### config.mk
export PLATFORM = sky130hd
export DESIGN_NAME = beam_scan_sequencer
export DESIGN_NICKNAME = d
export VERILOG_FILES = /design/src/rtl/beam_scan_sequencer.sv
export SDC_FILE = /design/constraint.sdc
export NUM_CORES = 1
export LEC_CHECK = 0
export CORE_UTILIZATION = 35
export DETAILED_ROUTE_END_ITERATION = 10
export PLACE_DENSITY = 0.69
export SYNTH_ARGS = -nofsm -noshare
export SYNTH_HDL_FRONTEND = slang
export SYNTH_SLANG_ARGS = --single-unit
### constraint.sdc
create_clock -name clk -period 1.8 [get_ports clk]
set_input_delay 0.45 -clock clk [delete_from_list [all_inputs] [get_ports clk]]
set_output_delay 0.45 -clock clk [all_outputs]
set_load 0.01 [all_outputs]
### src/rtl/beam_scan_sequencer.sv
// beam_scan_sequencer: steps a beam through angle_count scan lines and,
// per line, relays calculator terms to a valid/ready downstream sink.
// Ports: clk, rst (sync, active-high); scan_start, r_0, angle_start,
//   angle_step, angle_count -> busy, done, err; calc_* calculator handshake
//   (calc_initiate/calc_ack out, calc_term_*/calc_last/calc_ready in);
//   term_valid/term_ready/term_pos/term_neg downstream; elem_idx, line_idx.
// Optional macro SEQ_WATCHDOG_EN: abort a scan after 255 idle WAIT_TERM
//   cycles with err set and a done pulse.
module beam_scan_sequencer #(
   parameter int ANGLE_DW     = 8,
   parameter int DW_TERM      = 25,
   parameter int NUM_ELEMENTS = 33
) (
   input  logic                clk,
   input  logic                rst,
   input  logic                scan_start,
   input  logic [7:0]          r_0,
   input  logic [ANGLE_DW-1:0] angle_start,
   input  logic [ANGLE_DW-1:0] angle_step,
   input  logic [7:0]          angle_count,
   output logic                busy,
   output logic                done,
   output logic                err,
   output logic                calc_initiate,
   output logic                calc_ack,
   output logic [7:0]          calc_r_0,
   output logic [ANGLE_DW-1:0] calc_angle,
   input  logic [DW_TERM-1:0]  calc_term_pos,
   input  logic [DW_TERM-1:0]  calc_term_neg,
   input  logic                calc_last,
   input  logic                calc_ready,
   output logic                term_valid,
   input  logic                term_ready,
   output logic [DW_TERM-1:0]  term_pos,
   output logic [DW_TERM-1:0]  term_neg,
   output logic [5:0]          elem_idx,
   output logic [7:0]          line_idx
);

   typedef enum logic [2:0] {
      IDLE, INIT, WAIT_TERM, FWD, ACK, GAP, NEXT
   } state_t;

   localparam logic [5:0] ELEM_MAX = 6'(NUM_ELEMENTS - 1);

   state_t              state, state_nxt;
   logic [ANGLE_DW-1:0] step_q;
   logic [7:0]          count_q;
   logic                last_q;
   logic [7:0]          line_nxt;
   logic                cnt_zero;
   logic                wd_fire;

   assign line_nxt = line_idx + 8'd1;
   assign cnt_zero = (angle_count == 8'd0);

`ifdef SEQ_WATCHDOG_EN
   logic [7:0] wd_cnt;

   // Held at zero outside WAIT_TERM, so every entry starts from zero.
   always_ff @(posedge clk) begin
      if (rst || state != WAIT_TERM)
         wd_cnt <= 8'd0;
      else if (wd_cnt != 8'hFF)
         wd_cnt <= wd_cnt + 8'd1;
   end

   assign wd_fire = (state == WAIT_TERM) && !calc_ready
                    && (wd_cnt == 8'hFF);
`else
   assign wd_fire = 1'b0;
`endif

   always_ff @(posedge clk) begin
      if (rst)
         state <= IDLE;
      else
         state <= state_nxt;
   end

   always_comb begin
      state_nxt     = state;
      busy          = (state != IDLE);
      calc_initiate = (state == INIT);
      calc_ack      = (state == ACK);
      term_valid    = (state == FWD);
      unique case (state)
         IDLE:
            if (scan_start && !cnt_zero)
               state_nxt = INIT;
         INIT:
            state_nxt = WAIT_TERM;
         WAIT_TERM:
            if (wd_fire)
               state_nxt = IDLE;
            else if (calc_ready)
               state_nxt = FWD;
         FWD:
            if (term_ready)
               state_nxt = ACK;
         ACK:
            state_nxt = GAP;
         GAP:
            state_nxt = last_q ? NEXT : WAIT_TERM;
         NEXT:
            state_nxt = (line_nxt == count_q) ? IDLE : INIT;
         default:
            state_nxt = IDLE;
      endcase
   end

   always_ff @(posedge clk) begin
      if (rst) begin
         done       <= 1'b0;
         err        <= 1'b0;
         calc_r_0   <= '0;
         calc_angle <= '0;
         step_q     <= '0;
         count_q    <= '0;
         term_pos   <= '0;
         term_neg   <= '0;
         last_q     <= 1'b0;
         elem_idx   <= '0;
         line_idx   <= '0;
      end else begin
         done <= 1'b0;
         case (state)
            IDLE:
               if (scan_start) begin
                  calc_r_0   <= r_0;
                  calc_angle <= angle_start;
                  step_q     <= angle_step;
                  count_q    <= angle_count;
                  err        <= 1'b0;
                  line_idx   <= '0;
                  elem_idx   <= '0;
                  done       <= cnt_zero;
               end
            INIT:
               elem_idx <= '0;
            WAIT_TERM:
               if (wd_fire) begin
                  err  <= 1'b1;
                  done <= 1'b1;
               end else if (calc_ready) begin
                  term_pos <= calc_term_pos;
                  term_neg <= calc_term_neg;
                  last_q   <= calc_last;
                  // Early last, or more terms than elements.
                  if (calc_last && elem_idx != ELEM_MAX)
                     err <= 1'b1;
                  if (!calc_last && elem_idx == ELEM_MAX)
                     err <= 1'b1;
               end
            ACK:
               if (!last_q && elem_idx != ELEM_MAX)
                  elem_idx <= elem_idx + 6'd1;
            NEXT: begin
               line_idx <= line_nxt;
               if (line_nxt == count_q)
                  done <= 1'b1;
               else
                  calc_angle <= calc_angle + step_q;
            end
            default: ;
         endcase
      end
   end

endmodule

==> results.ini <==
[finish]
num-fill-cells=1110
fin_util=0.573
final_layout_size_suffix_gt1_frac=0.154
final_nets=875
finalNonFillerCells=953
insertedDiodeCount=0
area_delta_synth_final_pct=60.0
final_cell_area_um2=7200

[die]
die_h_um=115
rows=41
initial_core_util=0.358
boundaryPins=174
core_area_um2=12600
dieArea_um2=13300
die_w_um=115

[placed_design]
io_buffers=173
dp_slack_ns=-0.155
dp_cells=933
dp_hpwl_um=9500
gp_congestion=0.842
place_area_um2=6830

[worst_setup_path]
critPathRequiredTime_ns=2.03
critical_path_class=flip-flop to flip-flop
crit_chain=ha_4 -> o21ba_4 -> a221oi_2 -> o22ai_2 -> o31ai_4 -> buf_12 -> mux2i_1 -> nor2_1
worstPathMaxFanout=13
cp_slowest_cell=dfxtp_4
critical-path-top-delay-family=compound AO/OA/AOI/OAI gates
crit_path_max_incr_delay_ns=0.36
reg2reg_from=line_idx[0]
critPathBufInv=1
critPathLaunchType=flip-flop
worstPathArrival_ns=2.17
critPathLaunch=line_idx[0]
cp-end-kind=flip-flop

[sta]
clock_skew_ns=0.00531
timing.final.crit_period_ns=1.94
finalSetupViolCount=8
slew_violations=0
hold_violations=0
slew_headroom=0.733
setup-tns-final_ns=-0.950
fmax_mhz=516
timing.final.ws_setup_ns=-0.136
rsz0062_at_grt=yes
tightest_slew_ns=0.396
finalCritPeriodShare=1.08

[clock_network]
hold_buffers=0
cts-htree-levels=3
clk-insertion-delay-late_ns=0.35
numCtsBuffers=9
cts_tree=built
clk_pin_slew_ns=0.07
root_buffer=clkbuf_16
cts_sinks=102
cts_buffer_depth=2

[synthesis]
yosysWarningCount=0
synth_edf_count=0
synth-async-reset-ratio=0
synthCells=567
syn_nets=666
netlist_area_um2=4500
syn_avg_cell_area_um2=7.93
ys_seq_area_frac=0.454
ys_types=52
synthFlopType=dfxtp_1
synth_seq_cells=102

[global_route]
grt_usage=0.202
grt_pass1_wl_um=21000
grt_start_max_net_pins=52
grt_overflow_total=0
grt_pass1_vias=4586
antenna_found_initial=0

[power_and_ir_drop]
irDropWorstVdd_mv=0.665
p_per_area_nw_per_um2=961
leakagePower_nw=2.83

[route]
ant_nets=0
remaining_drc_errors=0
vias=4546
via_per_inst=4.77
drtIter0Drc=231
wl_um=13100
firstDrtPassIters=4
avgRoutedWirePerCell_um=13.7

[hold_path]
hold_class=flip-flop to flip-flop
min_from=term_pos[18]

[status]
status=finished, violations left
violations=setup timing

[run]
max_cap_viol_count=0

path summary, 6_finish.rpt:
| check | end | cells after the start | slack (ns) |
|---|---|---|---|
| worst max-delay path | calc_angle[2] | 8 | -0.14 |
| worst min-delay path | term_pos[18] | 2 | 0.45 |
| worst max register to register | calc_angle[2] | 8 | -0.14 |
| worst min register to register | term_pos[18] | 2 | 0.45 |
tightest hold or removal path, delay by kind of cell (launching register included):
family,cells,cell delay (ns)
DFF,1,0.31
and+or+nand+nor,1,0.05
AOI/OAI and AO/OA,1,0.05
metrics by stage:
step                      power [mW]  hold WS [ns]
final                           6.92         0.452
after global routing            7.30         0.470
after CTS                       6.98         0.456
after detailed placement        4.85         0.447
after global placement          4.80         0.442
after floorplan                 3.78         0.440
sequential cells by signal, summed over array words and instances, names as in the netlist, 6 cells and up:
name and cells:
calc_angle 8, term_pos 25, elem_idx 6, line_idx 8, step_q 8, term_neg 25, count_q 8, calc_r_0 8
cell families (layout without fill, tap and decap cells):
kind of cell,Yosys count,count (layout),share of synthesized area
buffers and inverters,46,260,0.0451
AOI/OAI and AO/OA,136,136,0.185
xor gates and xnor gates,20,20,0.0390
muxes,3,3,0.00668
and+or+nand+nor,249,249,0.238
DFF,102,102,0.454
adders and majority gates,11,11,0.0323
cell usage in the layout, fill, tap and decap left out, types with 3 or more instances in the layout:
| master | n |
|---|---|
| or3_1 | 3 |
| dfxtp_1 | 89 |
| and3_1 | 4 |
| clkdlybuf4s50_1 | 150 |
| xor2_1 | 12 |
| ha_1 | 7 |
| mux2i_1 | 3 |
| clkbuf_16 | 10 |
| and2_1 | 5 |
| a21oi_1 | 88 |
| dfxtp_2 | 10 |
| nand2_1 | 172 |
| a21oi_2 | 4 |
| o21a_1 | 4 |
| o21ai_0 | 5 |
| dfxtp_4 | 3 |
| ha_4 | 3 |
| a211oi_1 | 7 |
| o21ai_1 | 5 |
| dlymetal6s2s_1 | 3 |
| xnor2_1 | 8 |
| buf_4 | 56 |
| dlygate4sd2_1 | 14 |
| nand3_1 | 5 |
| buf_12 | 5 |
| nand4_1 | 3 |
| nor2_1 | 30 |
| a31oi_1 | 3 |
| nor3_1 | 8 |
| inv_1 | 9 |
what timing repair did:
item,CTS,global route
resized for setup,36,9
pin swaps,2,1
setup buffers,3,1
endpoints found under the setup margin,28,20
synthesized netlist by cell type, types with 2 or more instances:
cell | n | share of area
a21oi_2 | 5 | 0.0097
xor2_1 | 12 | 0.023
nand3_1 | 5 | 0.0056
buf_6 | 3 | 0.0075
a221oi_2 | 2 | 0.0067
and2_1 | 5 | 0.0070
o21ai_0 | 5 | 0.0056
and4_1 | 2 | 0.0039
clkbuf_1 | 26 | 0.022
nand2_1 | 172 | 0.14
buf_2 | 6 | 0.0067
nor2_1 | 31 | 0.026
a31oi_1 | 3 | 0.0042
or4_1 | 2 | 0.0033
nand2b_1 | 2 | 0.0028
a21oi_1 | 88 | 0.098
and3_1 | 4 | 0.0056
dfxtp_1 | 102 | 0.45
ha_1 | 10 | 0.028
o22ai_1 | 2 | 0.0028
o21bai_1 | 2 | 0.0033
or3_1 | 3 | 0.0042
a211oi_1 | 7 | 0.012
nor3_1 | 8 | 0.0089
nand4_1 | 3 | 0.0042
mux2i_1 | 3 | 0.0067
o21a_1 | 4 | 0.0067
nor2b_1 | 3 | 0.0042
xnor2_1 | 8 | 0.016
a22oi_1 | 2 | 0.0033
inv_1 | 10 | 0.0083
nand3b_1 | 2 | 0.0033
o21ai_1 | 5 | 0.0056
o211ai_1 | 2 | 0.0033
final cells by class:
cell class	instances	area [µm²]	area share
Clock inverter	4	50.0	0.00695
Tap cell	172	215	0.0299
Clock buffer	12	278	0.0386
Multi-Input combinational cell	419	2330	0.324
Inverter	11	41.3	0.00574
Timing Repair Buffer	233	2220	0.308
Sequential cell	102	2070	0.287
per-layer routing:
layer,track usage,vias to the layer above,part of all wire
met4,0.0779,0,0.018
met2,0.345,112,0.49
li1,-,2311,-
met3,0.0785,19,0.076
met1,0.226,2104,0.42
met5,0,-,0
power breakdown:
group	leakage (nW)	switching (mW)	internal, mW	total, mW
logic	1.83	1.05	1.09	2.14
registers	0.836	0.175	2.50	2.68
clock network	0.164	0.865	1.24	2.10
total	2.83	2.09	4.83	6.92
(Power assumes the default switching activity.)
